## config.mk

```make
export PLATFORM = sky130hd
export DESIGN_NAME = fcc_way_arbiter
export DESIGN_NICKNAME = d
export VERILOG_FILES = /design/src/rtl/fcc_way_arbiter_pkg.sv /design/src/rtl/fcc_rr_picker.sv /design/src/rtl/fcc_way_arbiter.sv
export SDC_FILE = /design/constraint.sdc
export NUM_CORES = 1
export LEC_CHECK = 0
export CAP_MARGIN = 20
export CELL_PAD_IN_SITES_DETAIL_PLACEMENT = 2
export CELL_PAD_IN_SITES_GLOBAL_PLACEMENT = 2
export CORE_MARGIN = 3
export CORE_UTILIZATION = 29
export DETAILED_ROUTE_END_ITERATION = 6
export GPL_TIMING_DRIVEN = 1
export PLACE_DENSITY_LB_ADDON = 0.2
export SLEW_MARGIN = 20
export SYNTH_ARGS = -nofsm -noshare
export SYNTH_HDL_FRONTEND = slang
export SYNTH_SLANG_ARGS = --single-unit
```

## constraint.sdc

```tcl
create_clock -name usr_clk -period 1.4 [get_ports usr_clk]
set_input_delay 0.42 -clock usr_clk [delete_from_list [all_inputs] [get_ports usr_clk]]
set_output_delay 0.42 -clock usr_clk [all_outputs]
set_load 0.02 [all_outputs]
```

## src/rtl/fcc_way_arbiter_pkg.sv

```systemverilog
// Shared types and constants for the fcc_core way arbiter: per-way dispatch
// states, default lock timeout and index-width helper.
package fcc_way_arbiter_pkg;

    typedef enum logic [1:0] {
        ST_IDLE = 2'd0,
        ST_WAIT = 2'd1,
        ST_LOCK = 2'd2,
        ST_FIN  = 2'd3
    } way_state_e;

    localparam int TIMEOUT_DEFAULT = 4095;
    localparam int WAY_MAX         = 8;
    localparam int SEL_W           = 3;

    // A single way still needs a 1-bit index so ports never collapse to zero width.
    function automatic int idx_width(input int n);
        return (n > 1) ? $clog2(n) : 1;
    endfunction

endpackage

```

## src/rtl/fcc_rr_picker.sv

```systemverilog
// Combinational round-robin picker: scans req starting at 'start' (inclusive,
// wrapping) and returns the first hit as one-hot grant plus binary index.
module fcc_rr_picker
    import fcc_way_arbiter_pkg::*;
#(
    parameter int N  = 1,
    parameter int IW = idx_width(N)
) (
    input  logic [N-1:0]  req,
    input  logic [IW-1:0] start,
    output logic [N-1:0]  grant,
    output logic [IW-1:0] index,
    output logic          any
);

    localparam int PW = IW + 1;

    logic [PW-1:0] pos;
    logic [IW-1:0] cand;

    always_comb begin
        grant = '0;
        index = '0;
        any   = 1'b0;
        pos   = '0;
        cand  = '0;
        for (int i = 0; i < N; i++) begin
            pos = {1'b0, start} + PW'(i);
            if (pos >= PW'(N))
                pos = pos - PW'(N);
            cand = pos[IW-1:0];
            if (!any && req[cand]) begin
                any         = 1'b1;
                grant[cand] = 1'b1;
                index       = cand;
            end
        end
    end

endmodule

```

## src/rtl/fcc_way_arbiter.sv

```systemverilog
// Shares one NAND channel between WAY_NUM scheduler/executer pairs: per-way
// dispatch FSMs feed executers one at a time, and a round-robin bus arbiter owns DQ/DQS.
module fcc_way_arbiter
    import fcc_way_arbiter_pkg::*;
#(
    parameter int WAY_NUM = 1,
    parameter int TIMEOUT = TIMEOUT_DEFAULT
) (
    input  logic               usr_clk,
    input  logic               usr_rst_n,
    input  logic [WAY_NUM-1:0] i_sched_valid,
    output logic [WAY_NUM-1:0] o_sched_ready,
    output logic [WAY_NUM-1:0] o_exec_valid,
    input  logic [WAY_NUM-1:0] i_exec_ready,
    input  logic [WAY_NUM-1:0] i_bus_req,
    output logic [WAY_NUM-1:0] o_keep_wait,
    output logic [WAY_NUM-1:0] o_bus_grant,
    output logic [2:0]         o_bus_sel,
    output logic [WAY_NUM-1:0] o_timeout
);

    localparam int IW = idx_width(WAY_NUM);
    localparam int CW = $clog2(TIMEOUT + 1);
    localparam logic [CW-1:0] CNT_LAST = CW'(TIMEOUT - 1);
    localparam logic [CW-1:0] CNT_MAX  = CW'(TIMEOUT);

    function automatic logic [IW-1:0] wrap_inc(input logic [IW-1:0] p);
        if (p == IW'(WAY_NUM - 1))
            return '0;
        return p + 1'b1;
    endfunction

    // ---------------- dispatch picker ----------------
    logic [WAY_NUM-1:0] wait_vec;
    logic [WAY_NUM-1:0] disp_grant;
    logic [IW-1:0]      disp_idx;
    logic [IW-1:0]      disp_ptr;
    logic [IW-1:0]      disp_start;
    logic               disp_any;
    logic               disp_primed;

    // Until the first pick there is no "last winner", so the scan begins at way 0 itself.
    assign disp_start = disp_primed ? wrap_inc(disp_ptr) : disp_ptr;

    fcc_rr_picker #(.N(WAY_NUM), .IW(IW)) u_disp_pick (
        .req   (wait_vec),
        .start (disp_start),
        .grant (disp_grant),
        .index (disp_idx),
        .any   (disp_any)
    );

    always_ff @(posedge usr_clk) begin
        if (!usr_rst_n) begin
            disp_ptr    <= '0;
            disp_primed <= 1'b0;
        end else if (disp_any) begin
            disp_ptr    <= disp_idx;
            disp_primed <= 1'b1;
        end
    end

    // ---------------- per-way dispatch FSMs ----------------
    logic [WAY_NUM-1:0] sched_ready_d;
    logic [WAY_NUM-1:0] exec_valid_d;
    logic [WAY_NUM-1:0] timeout_d;

    for (genvar w = 0; w < WAY_NUM; w++) begin : g_way
        way_state_e    state;
        way_state_e    state_nx;
        logic [CW-1:0] cnt;
        logic          to_hit;

        always_comb begin
            state_nx = state;
            to_hit   = 1'b0;
            case (state)
                ST_IDLE: if (i_sched_valid[w]) state_nx = ST_WAIT;
                ST_WAIT: if (disp_grant[w])    state_nx = ST_LOCK;
                ST_LOCK: begin
                    // A ready drop on the last allowed cycle still counts as accepted.
                    if (!i_exec_ready[w]) begin
                        state_nx = ST_FIN;
                    end else if (cnt == CNT_LAST) begin
                        state_nx = ST_IDLE;
                        to_hit   = 1'b1;
                    end
                end
                ST_FIN:  if (i_exec_ready[w])  state_nx = ST_IDLE;
                default: state_nx = ST_IDLE;
            endcase
        end

        always_ff @(posedge usr_clk) begin
            if (!usr_rst_n) begin
                state <= ST_IDLE;
                cnt   <= '0;
            end else begin
                state <= state_nx;
                if (state != ST_LOCK)
                    cnt <= '0;
                else if (cnt != CNT_MAX)
                    cnt <= cnt + 1'b1;
            end
        end

        assign wait_vec[w]      = (state == ST_WAIT);
        assign sched_ready_d[w] = (state == ST_IDLE) && !i_sched_valid[w];
        assign exec_valid_d[w]  = (state_nx == ST_LOCK);
        assign timeout_d[w]     = to_hit;
    end

    always_ff @(posedge usr_clk) begin
        if (!usr_rst_n) begin
            o_sched_ready <= '0;
            o_exec_valid  <= '0;
            o_timeout     <= '0;
        end else begin
            o_sched_ready <= sched_ready_d;
            o_exec_valid  <= exec_valid_d;
            o_timeout     <= timeout_d;
        end
    end

    // ---------------- bus arbiter ----------------
    logic [WAY_NUM-1:0] bus_pick;
    logic [IW-1:0]      bus_idx;
    logic [IW-1:0]      bus_ptr;
    logic [IW-1:0]      bus_start;
    logic               bus_any;
    logic               bus_primed;
    logic               owned;

    assign bus_start = bus_primed ? wrap_inc(bus_ptr) : bus_ptr;

    fcc_rr_picker #(.N(WAY_NUM), .IW(IW)) u_bus_pick (
        .req   (i_bus_req),
        .start (bus_start),
        .grant (bus_pick),
        .index (bus_idx),
        .any   (bus_any)
    );

    // bus_ptr doubles as the owner index; arbitration only runs with no owner,
    // which forces one grant-free cycle between release and the next grant.
    always_ff @(posedge usr_clk) begin
        if (!usr_rst_n) begin
            owned       <= 1'b0;
            bus_ptr     <= '0;
            bus_primed  <= 1'b0;
            o_bus_grant <= '0;
            o_keep_wait <= '1;
            o_bus_sel   <= '0;
        end else if (owned) begin
            if (!i_bus_req[bus_ptr]) begin
                owned       <= 1'b0;
                o_bus_grant <= '0;
                o_keep_wait <= '1;
                o_bus_sel   <= '0;
            end
        end else if (bus_any) begin
            owned       <= 1'b1;
            bus_ptr     <= bus_idx;
            bus_primed  <= 1'b1;
            o_bus_grant <= bus_pick;
            o_keep_wait <= ~bus_pick;
            o_bus_sel   <= SEL_W'(bus_idx);
        end
    end

endmodule

```

==> impl_metrics.toml <==
[run_status]
status = "complete, no violations"

[die]
rows = 20
die_w_um = 64.8
initial_core_util_pct = 31.5
ios = 13
die_h_um = 64.8
core_area_um2 = 3180
die-area_um2 = 4200

[clock_tree]
clk_latency_ps = 330
cts.path.max_buffers = 2
cts_hold_buf = 0
clock-sinks = 20
cts-buffers-inserted = 3
htreeDepth = 1
cts.clk_slew.worst_paths_ps = 130
clockRootBuffer = "clkbuf_4"
cts_tree = "yes"

[synth]
syn_inst = 110
yosysMostFrequentCell = "dfxtp_1"
synth_ff_type = "dfxtp_1"
synth_seq_cells = 20
synthTopCellsByCount = "dfxtp_1, nand3_1, a31oi_1"
avgSynthCellArea_um2 = 9.11
seq_area_frac_synth_pct = 40.0
synth_top_area_cell = "dfxtp_1"
synth_top_cell_area_share_pct = 40.0
ys_types = 35
synthTopCellsByArea = "dfxtp_1, a31oi_1, nand4_4, nand3_1, ha_1"
synth_edf_count = 0
synth_area_um2 = 1000
ys_async_sr_fraction_pct = 0
yosysWarningCount = 0

[worst_hold_path]
worstHoldEndpoint = "g_way[0].cnt[2]$_SDFFE_PP0P_"
hold_class = "register to register"
hp-start = "g_way[0].cnt[2]$_SDFFE_PP0P_"
holdPathStages = 1

[layout]
multi_input_area_um2 = 544
fillCellCount = 363
final_util_pct = 40.7
final_nets = 139
ff_latch_area_um2 = 417
layout-drive-gt1-share_pct = 31.5
n_antenna_cell = 0
syn_to_final_growth_pct = 29.1

[detailed_routing]
drt-total-wl_um = 2740
ant_nets = 0
firstDrtPassIters = 2
wire_per_inst_um = 15.8
vias_per_cell = 5.29
drtIter0Drc = 26
remaining_drc_errors = 0
vias = 921

[grt]
met1_usage_pct = 16.5
grt-ovfl-total = 0
grt_pass1_wl_um = 4750
antenna_found_initial = 0
top_usage_layer = "met2"
met2_usage_pct = 26.6
grt_start_max_net_pins = 13
use_met3_pct = 4.33
grt_util_all_layers_pct = 14.8
first_global_vias = 966

[pwr]
max-vdd-ir-drop_v = 0.000830
p_sw_share_pct = 22.8
seq_power_share_pct = 50.3
p_comb_share_pct = 8.4
powerDensity_nw_per_um2 = 919
power_w = 0.00119
p_leak_nw = 0.476
pwr-share-clk_pct = 41.2
p_switching_w = 0.000271
internal_power_w = 0.000918

[sta]
finClkSkew_ps = 13.2
finalCritPeriodShare_pct = 97.6
hold_viol_final = 0
rsz0062_at_grt = "yes"
layout_setup_ws_ps = 33.4
fin_crit_ps = 1370
finalSetupViolations = 0
fmax_ghz = 0.732
slew_viol_final = 0

[worst_setup_path]
r2r_cells = 3
setup.worst_path.start_class = "register"
rr_startpoint = "g_way[0].cnt[5]$_SDFFE_PP0P_"
worst_setup_path_end_kind = "output port"
crit_buf_inv = 1
worst-r2r-setup-slack_ps = 70
required_ps = 980
critPathLaunch = "o_timeout$_SDFF_PN0_"
cp_max_fo = 1
path_cells = "clkdlybuf4s15_1"
cpPeakStageDelay_ps = 330
r2r-end = "g_way[0].cnt[9]$_SDFFE_PP0P_"
crit_arrival_ps = 950
crit_type = "register to output port"
path_delay_family = "flip-flops"
crit_path_top_delay_cell = "dfxtp_1"

[job]
maxCapViolCount = 0

[placement]
gp_congestion = 0.731
portBuffers = 9
dpl.hpwl_um = 2060
post-place-ws_ps = -285
## cell families after synthesis
family                   count (synthesis)  synth area share, %
AO/OA/AOI/OAI                           30                 20.0
adder cells (fa/ha/maj)                  3                 3.75
buffers and inverters                   16                 8.86
flip-flops                              20                 39.9
multiplexers                             2                 2.00
other                                    1                0.374
AND/OR/NAND/NOR                         38                 25.1
## final cells by class
cell class / count / area share [%]
timing repair buffer: 24 / 14.6
multi-input combinational: 76 / 42.1
clock inverter: 1 / 2.32
sequential: 20 / 32.2
inverter: 6 / 2.80
tap: 44 / 4.26
clock buffer: 3 / 1.74
## routing by layer
metal  vias to the layer above  share of wire, %
met3                         5               3.4
met2                        13                52
li1                        446                 -
met5                         -                 0
met1                       457                43
met4                         0               1.6
## sequential cells by signal, summed over array words and instances (netlist names)
name,cells
o_exec_valid,1
o_bus_grant,1
o_sched_ready,1
owned,1
g_way.state,2
o_timeout,1
g_way.cnt,12
o_keep_wait,1
## cell usage in the layout, fill, tap and decap left out, drive strengths merged, types with 5 or more instances in the layout
master | netlist | final
a21oi | 5 | 5
a31oi | 7 | 7
buf | 6 | 16
clkbuf | 4 | 5
dfxtp | 20 | 20
inv | 5 | 5
nand2 | 5 | 5
nand3 | 8 | 8
nor2b | 5 | 5
o21ai | 6 | 6
## metrics by stage
| step | cells | hold slack (ps) | area (um2) | setup TNS, ps |
|---|---|---|---|---|
| global route | 174 | 568 | 1290 | -30.4 |
| detailed placement | 169 | 520 | 1220 | -2080 |
| CTS | 173 | 544 | 1280 | 0 |
| floorplan | 112 | 472 | 1020 | 0 |
| finish | 174 | 523 | 1290 | 0 |
| global placement | 169 | 511 | 1220 | -1300 |
## power by group through the flow
stage	Sequential [W]	Clock (W)	Combinational (W)
2_1_floorplan	0.000618	0	0.0000588
3_3_place_gp	0.000613	0	0.000101
3_5_place_dp	0.000615	0	0.000106
4_1_cts	0.000602	0.000506	0.000103
5_1_grt	0.000603	0.000528	0.000111
6_report	0.000598	0.000490	0.000100
## worst max path at each step
stage | endpoint | cells after the start
after CTS | g_way[0].cnt[9]$_SDFFE_PP0P_ | 3
after floorplan | g_way[0].cnt[10]$_SDFFE_PP0P_ | 5
after detailed placement | o_timeout$_SDFF_PN0_ | 4
after global placement | g_way[0].cnt[2]$_SDFFE_PP0P_ | 4
after global routing | g_way[0].cnt[9]$_SDFFE_PP0P_ | 4
final | o_timeout | 1
## repair_timing
action                                  4_1_cts  5_1_grt
endpoints found under the hold margin         0        0
endpoints found under the setup margin        9       16
pin swaps                                     0        1
gates resized for setup                      14       18
buffers inserted                              0        1
No activity file was read; power rests on OpenSTA's default activity.
